==> config.mk <==
export PLATFORM = sky130hd
export DESIGN_NAME = ascon_round_sequencer
export DESIGN_NICKNAME = d
export VERILOG_FILES = /design/src/rtl/ascon_pack.sv /design/src/rtl/ascon_round_index.sv /design/src/rtl/ascon_round_sequencer.sv
export SDC_FILE = /design/constraint.sdc
export NUM_CORES = 1
export LEC_CHECK = 0
export CAP_MARGIN = 20
export CORE_AREA = 2 2 39 41
export DETAILED_ROUTE_END_ITERATION = 7
export DIE_AREA = 0 0 41 43
export HOLD_SLACK_MARGIN = 0.06
export PLACE_DENSITY = 0.75
export SKIP_CTS_REPAIR_TIMING = 1
export SYNTH_ARGS = -nofsm -noshare
export SYNTH_HDL_FRONTEND = slang
export SYNTH_SLANG_ARGS = --single-unit
==> constraint.sdc <==
create_clock -name clock_i -period 1.97 [get_ports clock_i]
set_input_delay 0.2955 -clock clock_i [delete_from_list [all_inputs] [get_ports clock_i]]
set_output_delay 0.2955 -clock clock_i [all_outputs]
set_load 0.02 [all_outputs]
==> src/rtl/ascon_pack.sv <==
// ascon_pack: shared FSM state, round-count constants and round-constant helper for the round sequencer
package ascon_pack;
  localparam int P_CNT_W = 4;
  localparam int P_ROUNDS_MAX = 12;
  localparam int P_ROUNDS_HALF = 6;
  typedef enum logic [1:0] {IDLE, RUN, DONE} state_t;
  function automatic logic [7:0] rcst_f(input logic [3:0] r);
    return {4'hF - r, r};
  endfunction
endpackage

==> src/rtl/ascon_round_index.sv <==
// ascon_round_index: loadable saturating round counter with a first-round flag
module ascon_round_index
  import ascon_pack::*;
#(
  parameter int CNT_W = P_CNT_W,
  parameter int ROUNDS_MAX = P_ROUNDS_MAX,
  parameter int ROUNDS_HALF = P_ROUNDS_HALF
) (
  input  logic             clock_i,
  input  logic             resetb_i,
  input  logic             i_load,
  input  logic             i_load_sel,
  input  logic             i_en,
  output logic [CNT_W-1:0] o_round,
  output logic             o_first
);
  logic [CNT_W-1:0] r_round;
  logic             r_first;
  // the index saturates at the last round; the FSM leaves RUN on that step
  always_ff @(posedge clock_i or negedge resetb_i)
    if (!resetb_i) begin
      r_round <= '0;
      r_first <= 1'b0;
    end else if (i_load) begin
      r_round <= i_load_sel ? CNT_W'(ROUNDS_MAX - ROUNDS_HALF) : '0;
      r_first <= 1'b1;
    end else if (i_en) begin
      r_first <= 1'b0;
      if (r_round != CNT_W'(ROUNDS_MAX - 1)) r_round <= r_round + CNT_W'(1);
    end
  assign o_round = r_round;
  assign o_first = r_first;
endmodule

==> src/rtl/ascon_round_sequencer.sv <==
// ascon_round_sequencer: issues p12/p6 round index, constant and enables to the permutation datapath
module ascon_round_sequencer
  import ascon_pack::*;
#(
  parameter int CNT_W = P_CNT_W,
  parameter int ROUNDS_MAX = P_ROUNDS_MAX,
  parameter int ROUNDS_HALF = P_ROUNDS_HALF
) (
  input  logic             clock_i,
  input  logic             resetb_i,
  input  logic             start_i,
  input  logic             mode_p6_i,
  input  logic             hold_i,
  output logic             ready_o,
  output logic             busy_o,
  output logic [CNT_W-1:0] round_o,
  output logic [7:0]       rcst_o,
  output logic             perm_en_o,
  output logic             first_o,
  output logic             done_o
);
  state_t           r_state;
  logic             w_load;
  logic             w_first;
  logic [CNT_W-1:0] w_round;
  assign w_load = (r_state == IDLE) & start_i;
  always_ff @(posedge clock_i or negedge resetb_i)
    if (!resetb_i) r_state <= IDLE;
    else
      case (r_state)
        IDLE:    r_state <= start_i ? RUN : IDLE;
        RUN:     r_state <= (!hold_i && w_round == CNT_W'(ROUNDS_MAX - 1)) ? DONE : RUN;
        default: r_state <= IDLE;
      endcase
  ascon_round_index #(
    .CNT_W(CNT_W),
    .ROUNDS_MAX(ROUNDS_MAX),
    .ROUNDS_HALF(ROUNDS_HALF)
  ) u_index (
    .clock_i(clock_i),
    .resetb_i(resetb_i),
    .i_load(w_load),
    .i_load_sel(mode_p6_i),
    .i_en(perm_en_o),
    .o_round(w_round),
    .o_first(w_first)
  );
  assign ready_o   = r_state == IDLE;
  assign busy_o    = r_state == RUN;
  assign done_o    = r_state == DONE;
  assign perm_en_o = busy_o & ~hold_i;
  assign first_o   = w_first & perm_en_o;
  assign round_o   = w_round;
  assign rcst_o    = rcst_f(4'(w_round));
endmodule

==> results of run 1 <==
placed cells by master (no fill, tap or decap):
master	n
nor2_1	3
dlymetal6s2s_1	2
clkdlybuf4s50_1	19
o21ai_0	4
dfrtp_1	7
clkbuf_4	3
nand4_1	1
buf_4	5
nand3b_1	1
and2b_1	1
or3b_1	1
and2_1	1
or3_1	1
nor3b_1	1
clkbuf_1	1
a31oi_1	2
nand3_1	2
or3b_2	1
a21oi_1	3
nor2b_1	1
ha_1	1
inv_1	5
a21o_1	1
and3b_1	1
nand2_1	3
layout make-up:
type | instances | area [sq um]
Clock buffer | 4 | 26.3
Fill cell | 142 | 717
Inverter | 5 | 18.8
Multi-Input combinational cell | 29 | 174
Sequential cell | 7 | 175
Tap cell | 16 | 20.0
Timing Repair Buffer | 26 | 253
stage by stage:
stage	instance area (sq um)	total power (W)
after global routing	667	0.00120
after detailed placement	636	0.000984
after global placement	636	0.000968
after CTS	662	0.00112
final	667	0.00111
after floorplan	403	0.000673
state kept, by name, indices dropped and copies added, names as in the netlist:
signal           flops
u_index.o_round      4
r_state              2
u_index.o_first      1
worst paths after layout:
check | slack, ps | cells past startpoint | to
hold / removal | 310 | 1 | u_index.o_round[3]
setup reg to reg | 470 | 4 | u_index.o_round[3]
max in group asynchronous | 1410 | 1 | u_index.o_first
min in group clock_i | 480 | 2 | u_index.o_first
hold reg to reg | 480 | 2 | u_index.o_first
setup / recovery | 90 | 3 | busy_o
kinds of logic (layout without fill, tap and decap cells):
logic type / after synthesis / in the layout / synth area share, %
AOI/OAI and AO/OA: 10 / 10 / 13.7
adders and majority gates: 1 / 1 / 3.11
buffers and inverters: 10 / 35 / 13.4
DFF: 7 / 7 / 43.5
and+or+nand+nor: 18 / 18 / 26.4
power groups by stage:
stage	clock (W)	combinational [W]	sequential [W]
after floorplan	0	0.000361	0.000312
after global placement	0	0.000699	0.000268
final	0.000130	0.000711	0.000268
after detailed placement	0	0.000712	0.000273
after global routing	0.000143	0.000771	0.000283
after CTS	0.000132	0.000716	0.000271
routing by layer:
| layer | routed length, microns | vias to the layer above |
|---|---|---|
| li1 | - | 205 |
| met1 | 468 | 184 |
| met5 | 0 | - |
| met4 | 8 | 0 |
| met2 | 427 | 18 |
| met3 | 74 | 2 |
worst max-delay path, stage by stage, from the launching register on:
cell and delay, ps:
dfrtp_1 380, buf_4 150, nor2b_1 170, clkdlybuf4s50_1 650
==> results.sh, run 1 <==
export IMPL_ys_top_cells_by_area="dfrtp_1 (43%), buf_4 (7.5%), o21ai_0 (5.0%)"
export IMPL_synth_edf_count=0
export IMPL_wl_per_cell_microns=11.2
export IMPL_cts_buffers=3
export IMPL_drive_gt1_share_pct=12.7
export IMPL_post_route_min_period_ps=1880
export IMPL_synth_area_leader_cell="dfrtp_1"
export IMPL_cts_clk_slew_worst_paths_ps=60
export IMPL_start_util_pct=29.1
export IMPL_clockPowerShare_pct=11.8
export IMPL_nets=78
export IMPL_die_h_microns=43
export IMPL_h_tree_depth=1
export IMPL_endpoint_kind="output port"
export IMPL_async_flop_share_pct=100
export IMPL_fin_skew_ps=4.48
export IMPL_switching_share_pct=42.9
export IMPL_syn_num_nets=52
export IMPL_syn_area_per_cell_sq_um=8.76
export IMPL_worstMarginPinSlew_ps=343
export IMPL_drc=0
export IMPL_status="complete, no violations"
export IMPL_cts_sinks=7
export IMPL_clock_tree_buffer_depth=2
export IMPL_port_buffer_count=21
export IMPL_cp_max_fo=5
export IMPL_wirelength_microns=978
export IMPL_cp_arrival_ps=1590
export IMPL_ys_ff_latch=7
export IMPL_worstSkewPairLatency_ps=250
export IMPL_vias_per_cell=4.70
export IMPL_antenna_found_initial=0
export IMPL_synth_top_area_share_pct=43.5
export IMPL_use_met1_pct=19.5
export IMPL_dr_pass1_iters=4
export IMPL_finalSetupViolations=0
export IMPL_cts_tree="yes"
export IMPL_use_met3_pct=4.71
export IMPL_busiest_layer="met2"
export IMPL_grt_pass1_wl_microns=1660
export IMPL_place_ws_ps=-244
export IMPL_met2_usage_pct=19.7
export IMPL_syn_inst=46
export IMPL_synthTopCellsByCount="dfrtp_1 (7), inv_1 (5), buf_4 (4), o21ai_0 (4)"
export IMPL_routabilityCongestion=0.800
export IMPL_pwr_share_seq_pct=24.1
export IMPL_max_vdd_ir_drop_mv=0.965
export IMPL_grt_usage_pct=13.9
export IMPL_tns_ps=0
export IMPL_drv_cap=0
export IMPL_design_core_area_sq_um=1380
export IMPL_required_ps=1670
export IMPL_die_area_sq_um=1760
export IMPL_fmax_ghz=0.531
export IMPL_drt_iter0_drc=7
export IMPL_min_path_type="in2async"
export IMPL_row_count=14
export IMPL_synth_cell_types=22
export IMPL_grt_pass1_vias=369
export IMPL_cp_start_kind="flop"
export IMPL_yosysSeqAreaShare_pct=43.5
export IMPL_r2r_start="r_state[1]"
export IMPL_cts_root_buf="clkbuf_4"
export IMPL_power_leakage_nw=0.331
export IMPL_power_switching_w=0.000476
export IMPL_slew_headroom_pct=77.1
export IMPL_synthFlopType="dfrtp_1"
export IMPL_crit_start="r_state[1]"
export IMPL_syn_to_final_growth_pct=65.5
export IMPL_dp_final_hpwl_microns=749
export IMPL_detail_route_antenna_nets=0
export IMPL_p_int_w=0.000633
export IMPL_hold_viol=0
export IMPL_synth_area_sq_um=403
export IMPL_critPathKind="reg2out"
export IMPL_powerDensity_nw_per_um2=1660
export IMPL_final_cells=87
export IMPL_synth_most_common_cell="dfrtp_1"
export IMPL_io_pins=22
export IMPL_grt_overflow_total=0
export IMPL_grt_setup_unrepaired="false"
export IMPL_grt_max_degree=8
export IMPL_place_inst=83
export IMPL_comb_power_share_pct=64.1
export IMPL_hold_ws_ps=313
export IMPL_yosys_warnings=0
export IMPL_worst_slack_ps=88.3
export IMPL_num_vias=409
export IMPL_die_w_microns=41
export IMPL_drv_slew=0
export IMPL_num_antenna_cells=0
export IMPL_final_util_pct=48.2
export IMPL_period_share_pct=95.5
Note: power is estimated with default switching activity, not from simulation.
==> inputs of run 2 (changes only) <==
CAP_MARGIN = unset   (was 20)
==> results of run 2 <==
The final DEF is identical to that of run 1; final timing and power are the same.
